[src/rtl/dp_mem_param.sv]
// dp_mem_param: parametrised simple-dual-port synchronous RAM, single clock.
//   One write port with per-lane mask, one read port with 1- or 2-cycle
//   latency, selectable same-address read-during-write behaviour, and an
//   optional post-reset clear sequence that zeroes every word.
//
// Ports:
//   i_clk     clock, all state on rising edge
//   i_nrst    asynchronous active-low reset
//   i_we      write enable
//   i_wmask   per-lane write enable (bit n covers i_wdata[n*LANE_W +: LANE_W])
//   i_waddr   write address
//   i_wdata   write data
//   i_re      read enable
//   i_raddr   read address
//   o_rdata   read data, holds last value when no read completes
//   o_rvalid  one-cycle pulse per completed read
//   o_busy    clear sequence in progress; user traffic ignored
module dp_mem_param #(
  parameter int unsigned DATA_W     = 8,
  parameter int unsigned ADDR_W     = 9,
  parameter int unsigned LANE_W     = 8,
  parameter int unsigned RD_LAT     = 1,
  parameter int unsigned RDW_MODE   = 0,
  parameter int unsigned CLR_ON_RST = 1
) (
  input  logic                       i_clk,
  input  logic                       i_nrst,
  input  logic                       i_we,
  input  logic [DATA_W/LANE_W-1:0]   i_wmask,
  input  logic [ADDR_W-1:0]          i_waddr,
  input  logic [DATA_W-1:0]          i_wdata,
  input  logic                       i_re,
  input  logic [ADDR_W-1:0]          i_raddr,
  output logic [DATA_W-1:0]          o_rdata,
  output logic                       o_rvalid,
  output logic                       o_busy
);

  localparam int unsigned NLANE = DATA_W / LANE_W;
  localparam int unsigned DEPTH = 1 << ADDR_W;

  // Elaboration-time parameter legality checks.
  if (!(RD_LAT == 1 || RD_LAT == 2)) begin : g_bad_rd_lat
    $error("dp_mem_param: RD_LAT must be 1 or 2");
  end
  if ((DATA_W % LANE_W) != 0) begin : g_bad_lane
    $error("dp_mem_param: DATA_W must be a multiple of LANE_W");
  end
  if (RDW_MODE > 1) begin : g_bad_rdw
    $error("dp_mem_param: RDW_MODE must be 0 or 1");
  end

  typedef enum logic {
    S_IDLE  = 1'b0,
    S_CLEAR = 1'b1
  } state_t;

  localparam state_t RST_STATE = (CLR_ON_RST != 0) ? S_CLEAR : S_IDLE;

  state_t              r_state;
  state_t              w_state_nxt;
  logic [ADDR_W-1:0]   r_clr_cnt;
  logic [ADDR_W-1:0]   w_clr_cnt_nxt;
  logic                w_busy;
  logic                w_we;
  logic                w_re;
  logic [DATA_W-1:0]   w_rd_word;
  logic [DATA_W-1:0]   r_mem [DEPTH];

  // Clear sequencer: state register
  always_ff @(posedge i_clk or negedge i_nrst) begin
    if (!i_nrst) begin
      r_state   <= RST_STATE;
      r_clr_cnt <= '0;
    end else begin
      r_state   <= w_state_nxt;
      r_clr_cnt <= w_clr_cnt_nxt;
    end
  end

  // Clear sequencer: next state. Leaves CLEAR after writing the last word.
  always_comb begin
    w_state_nxt   = r_state;
    w_clr_cnt_nxt = r_clr_cnt;
    case (r_state)
      S_CLEAR: begin
        w_clr_cnt_nxt = r_clr_cnt + ADDR_W'(1);
        if (r_clr_cnt == '1) begin
          w_state_nxt = S_IDLE;
        end
      end
      default: begin
        w_state_nxt = S_IDLE;
      end
    endcase
  end

  assign w_busy = (r_state == S_CLEAR);
  assign o_busy = w_busy;
  assign w_we   = i_we & ~w_busy;
  assign w_re   = i_re & ~w_busy;

  // Storage: clear writes take the port while busy, otherwise masked user writes.
  always_ff @(posedge i_clk) begin
    if (w_busy) begin
      r_mem[r_clr_cnt] <= '0;
    end else if (w_we) begin
      for (int unsigned n = 0; n < NLANE; n++) begin
        if (i_wmask[n]) begin
          r_mem[i_waddr][n*LANE_W +: LANE_W] <= i_wdata[n*LANE_W +: LANE_W];
        end
      end
    end
  end

  // Read word sampled this edge; write-first mode forwards the masked lanes
  // of a same-address write so the result matches the post-write word.
  always_comb begin
    w_rd_word = r_mem[i_raddr];
    if ((RDW_MODE == 1) && w_we && (i_raddr == i_waddr)) begin
      for (int unsigned n = 0; n < NLANE; n++) begin
        if (i_wmask[n]) begin
          w_rd_word[n*LANE_W +: LANE_W] = i_wdata[n*LANE_W +: LANE_W];
        end
      end
    end
  end

  // First read stage: data register only loads on an accepted read.
  logic              r_v1;
  logic [DATA_W-1:0] r_d1;

  always_ff @(posedge i_clk or negedge i_nrst) begin
    if (!i_nrst) begin
      r_v1 <= 1'b0;
      r_d1 <= '0;
    end else begin
      r_v1 <= w_re;
      if (w_re) begin
        r_d1 <= w_rd_word;
      end
    end
  end

  if (RD_LAT == 2) begin : g_lat2
    logic              r_v2;
    logic [DATA_W-1:0] r_d2;

    always_ff @(posedge i_clk or negedge i_nrst) begin
      if (!i_nrst) begin
        r_v2 <= 1'b0;
        r_d2 <= '0;
      end else begin
        r_v2 <= r_v1;
        if (r_v1) begin
          r_d2 <= r_d1;
        end
      end
    end

    assign o_rdata  = r_d2;
    assign o_rvalid = r_v2;
  end else begin : g_lat1
    assign o_rdata  = r_d1;
    assign o_rvalid = r_v1;
  end

endmodule

[config.mk]
export PLATFORM = sky130hd
export DESIGN_NAME = dp_mem_param
export DESIGN_NICKNAME = d
export VERILOG_FILES = /design/src/rtl/dp_mem_param.sv
export SDC_FILE = /design/constraint.sdc
export NUM_CORES = 2
export LEC_CHECK = 0
export CAP_MARGIN = 10
export CORE_MARGIN = 5
export CORE_UTILIZATION = 60
export DETAILED_ROUTE_END_ITERATION = 7
export PLACE_DENSITY = 0.76
export SLEW_MARGIN = 20
export SYNTH_ARGS = -nofsm -noshare
export SYNTH_HDL_FRONTEND = slang
export SYNTH_SLANG_ARGS = --single-unit
[constraint.sdc]
create_clock -name i_clk -period 21.7 [get_ports i_clk]
set_input_delay 5.425 -clock i_clk [delete_from_list [all_inputs] [get_ports i_clk]]
set_output_delay 5.425 -clock i_clk [all_outputs]
set_load 0.01 [all_outputs]
==> results.yml <==
worst_setup_path:
  crit_chain: "buf_16 -> buf_4 -> buf_4 -> buf_4 -> buf_4 -> mux2i_1 -> o221ai_1 -> nor3_1 -> a2111oi_1 -> a211oi_1 -> o32ai_1"
  ff2ff_path_depth: 7
  cpMostUsedCell: "buf_4"
  cp_slowest_cell: "a2111oi_1"
  worstPathRequired_ns: 22.57
  crit_path_start_kind: "input port"
  r2r-start: "o_busy"
  criticalPathCategory: "input port to flop"
  endpoint_kind: "flop"
  cpPeakStageDelay_ns: 1.11
  regToRegSetupSlack_ns: 16.91
  crit_fanout: 95
  timing.rr.end: "r_mem[197][0]"
  arrival_ns: 11.68
floorplanning:
  io_pins: 41
  initial_core_util_pct: 60.3
  rows: 189
  die_h_um: 526
  core_area_um2: 265000
  die_w_um: 526
  die_area_um2: 277000
min_path:
  worstHoldPathType: "flop to flop"
  holdPathStages: 1
  hp-start: "r_clr_cnt[7]"
  worstHoldEndpoint: "r_clr_cnt[7]"
clock_tree:
  clkLatencyLatePin_ns: 1.00
  post-cts-setup-buffers: 0
  cts_buffer_depth: 4
  cts_sinks: 4115
  clk_pin_slew_ns: 0.06
  cts_resized: 0
  cts_tree: "done"
  numCtsBuffers: 409
  cts_htree_levels: 5
  clock-root-buffer: "clkbuf_16"
  ctsHoldBuffers: 0
global_route:
  grt_start_max_net_pins: 229
  grt_usage_pct: 31.2
  grt_pass1_wl_mm: 613
  grt_overflow: 0
  grt_pass1_vias: 82100
  antenna_found_initial: 22
timing:
  min_period_ns: 10.81
  fin_ws_ns: 10.89
  layout_worst_path_cycle_share_pct: 49.8
  tns_ns: 0
  timing.hold.ws_ns: 0.553
  setup_viol: 0
  fmax_mhz: 92.5
  maxSlewHeadroom_pct: 2.09
  worstMarginPinSlew_ns: 1.47
  report.final.slew_viol_count: 0
  clock_skew_ns: 0.0792
  finalHoldViolations: 0
  rsz0062_at_grt: "no"
synth:
  yosys.area.top_type: "edfxtp_1"
  synth-edff-count: 4096
  synth_area_um2: 160000
  ys_ff_latch: 4115
  synthTopCellsByArea: "edfxtp_1 (77%), mux4_2 (14%), nor2_1 (1.4%), mux2i_1 (1.3%), nand2_1 (0.49%)"
  synth_cell_types: 79
  yosysSeqAreaShare_pct: 77.2
  synth_commonest_cells: "edfxtp_1 (4,096), mux4_2 (989), nor2_1 (603)"
  yosysTopAreaCellShare_pct: 76.9
  postSynthCellCount: 7513
  yosysWarnings: 0
  syn-num-nets: 7546
  synthArstFlopShare_pct: 0.462
  synth_most_common_cell: "edfxtp_1"
  ys.flop_type: "edfxtp_1"
  avgSynthCellArea_um2: 21.3
power:
  powerDensity_nw_per_um2: 93.0
  ir_drop_mv: 0.0863
  power_leakage_uw: 0.0599
placement:
  gp_congestion: 0.873
  placed_area_um2: 164000
  hpwl_mm: 246
  dp_slack_ns: 9.83
  io_buffers: 40
routing:
  drtPass1Iterations: 8
  drtIter0Drc: 13700
  vias_per_cell: 7.18
  route.detailed.drc: 0
  vias: 82700
  wl_mm: 433
  antenna_left: 0
  detail_route.wl_per_cell_um: 37.6
finish:
  fin_nets: 7691
  syn_to_final_growth_pct: 10.7
  drive_gt1_share_pct: 23.1
  postLayoutCellArea_um2: 177000
  nFillCells: 15800
run_status:
  run_status: "completed"
flow_run:
  max-cap-violations: 0
==> state kept, by name, indices dropped and copies added (netlist names) <==
| register | count |
|---|---|
| r_mem | 4096 |
| r_clr_cnt | 9 |
| o_busy | 1 |
| o_rdata | 8 |
| o_rvalid | 1 |
==> cells by family after synthesis <==
logic type               after synthesis  share of synthesized area, %
AO/OA/AOI/OAI                        598                          2.64
XOR/XNOR                               7                        0.0383
adder cells (fa/ha/maj)                2                        0.0156
buffers and inverters                475                          1.68
flip-flops                          4115                          77.2
multiplexers                        1227                          15.4
AND/OR/NAND/NOR                     1089                          2.96
==> cell usage in the layout (no fill, tap or decap), types with 49 or more instances in the layout <==
master / n
o22ai_1: 97
edfxtp_1: 4096
nand2_1: 193
mux2i_1: 210
o221ai_1: 53
nor2_1: 595
a21oi_1: 78
a22oi_1: 92
buf_4: 144
clkinv_1: 71
o21ai_0: 49
clkbuf_16: 410
mux4_2: 989
clkbuf_1: 78
clkinv_2: 87
==> layer usage <==
metal  track usage [%]  up-vias  wire (µm)
met5                 0        -        123
li1                  -    31700          -
met2              46.7     7087     200000
met4              16.0       18      26500
met1              42.3    42700     145000
met3              9.42     1221      60600
==> per-stage QoR <==
step	total power, µW	std cells	util [%]
after detailed placement	9580	10800	61.7
final	16500	11500	66.7
after floorplan	9350	7513	-
after global placement	9570	10800	61.7
after global routing	16900	11500	66.7
after CTS	16500	11500	66.7
==> worst max-delay path by stage <==
| stage | startpoint | endpoint | slack (ns) | cells past startpoint |
|---|---|---|---|---|
| floorplan | i_wmask | r_mem[0][0] | 7.54 | 4 |
| global placement | i_raddr[1] | o_rdata[6] | 9.54 | 12 |
| detailed placement | i_raddr[0] | o_rdata[4] | 9.83 | 11 |
| CTS | i_raddr[0] | o_rdata[4] | 10.84 | 11 |
| global route | i_raddr[0] | o_rdata[4] | 10.33 | 11 |
| finish | i_raddr[0] | o_rdata[7] | 10.89 | 11 |
==> power by group <==
part           internal, µW  total (µW)  switching, µW
combinational           230         710            480
clock                  4050        7030           2980
sequential             8710        8720           11.3
total                 13000       16500           3470
==> area by class of cell <==
| type | instances | area (µm²) | area share, % |
|---|---|---|---|
| Clock inverter | 241 | 2500 | 1.41 |
| Clock buffer | 491 | 10600 | 5.99 |
| Tap cell | 3533 | 4420 | 2.50 |
| Antenna cell | 12 | 30.0 | 0.0170 |
| Multi-Input combinational cell | 2923 | 34100 | 19.3 |
| Timing Repair Buffer | 201 | 1850 | 1.05 |
| Sequential cell | 4115 | 123000 | 69.8 |
| Inverter | 8 | 40.0 | 0.0226 |
==> worst max-delay path: cells and delay by family <==
family          cells  cell delay (ns)
buf+inv             5             3.52
compound gates      4             2.15
mux                 1             0.20
simple gates        1             0.12
No activity file was read; power rests on OpenSTA's default activity.
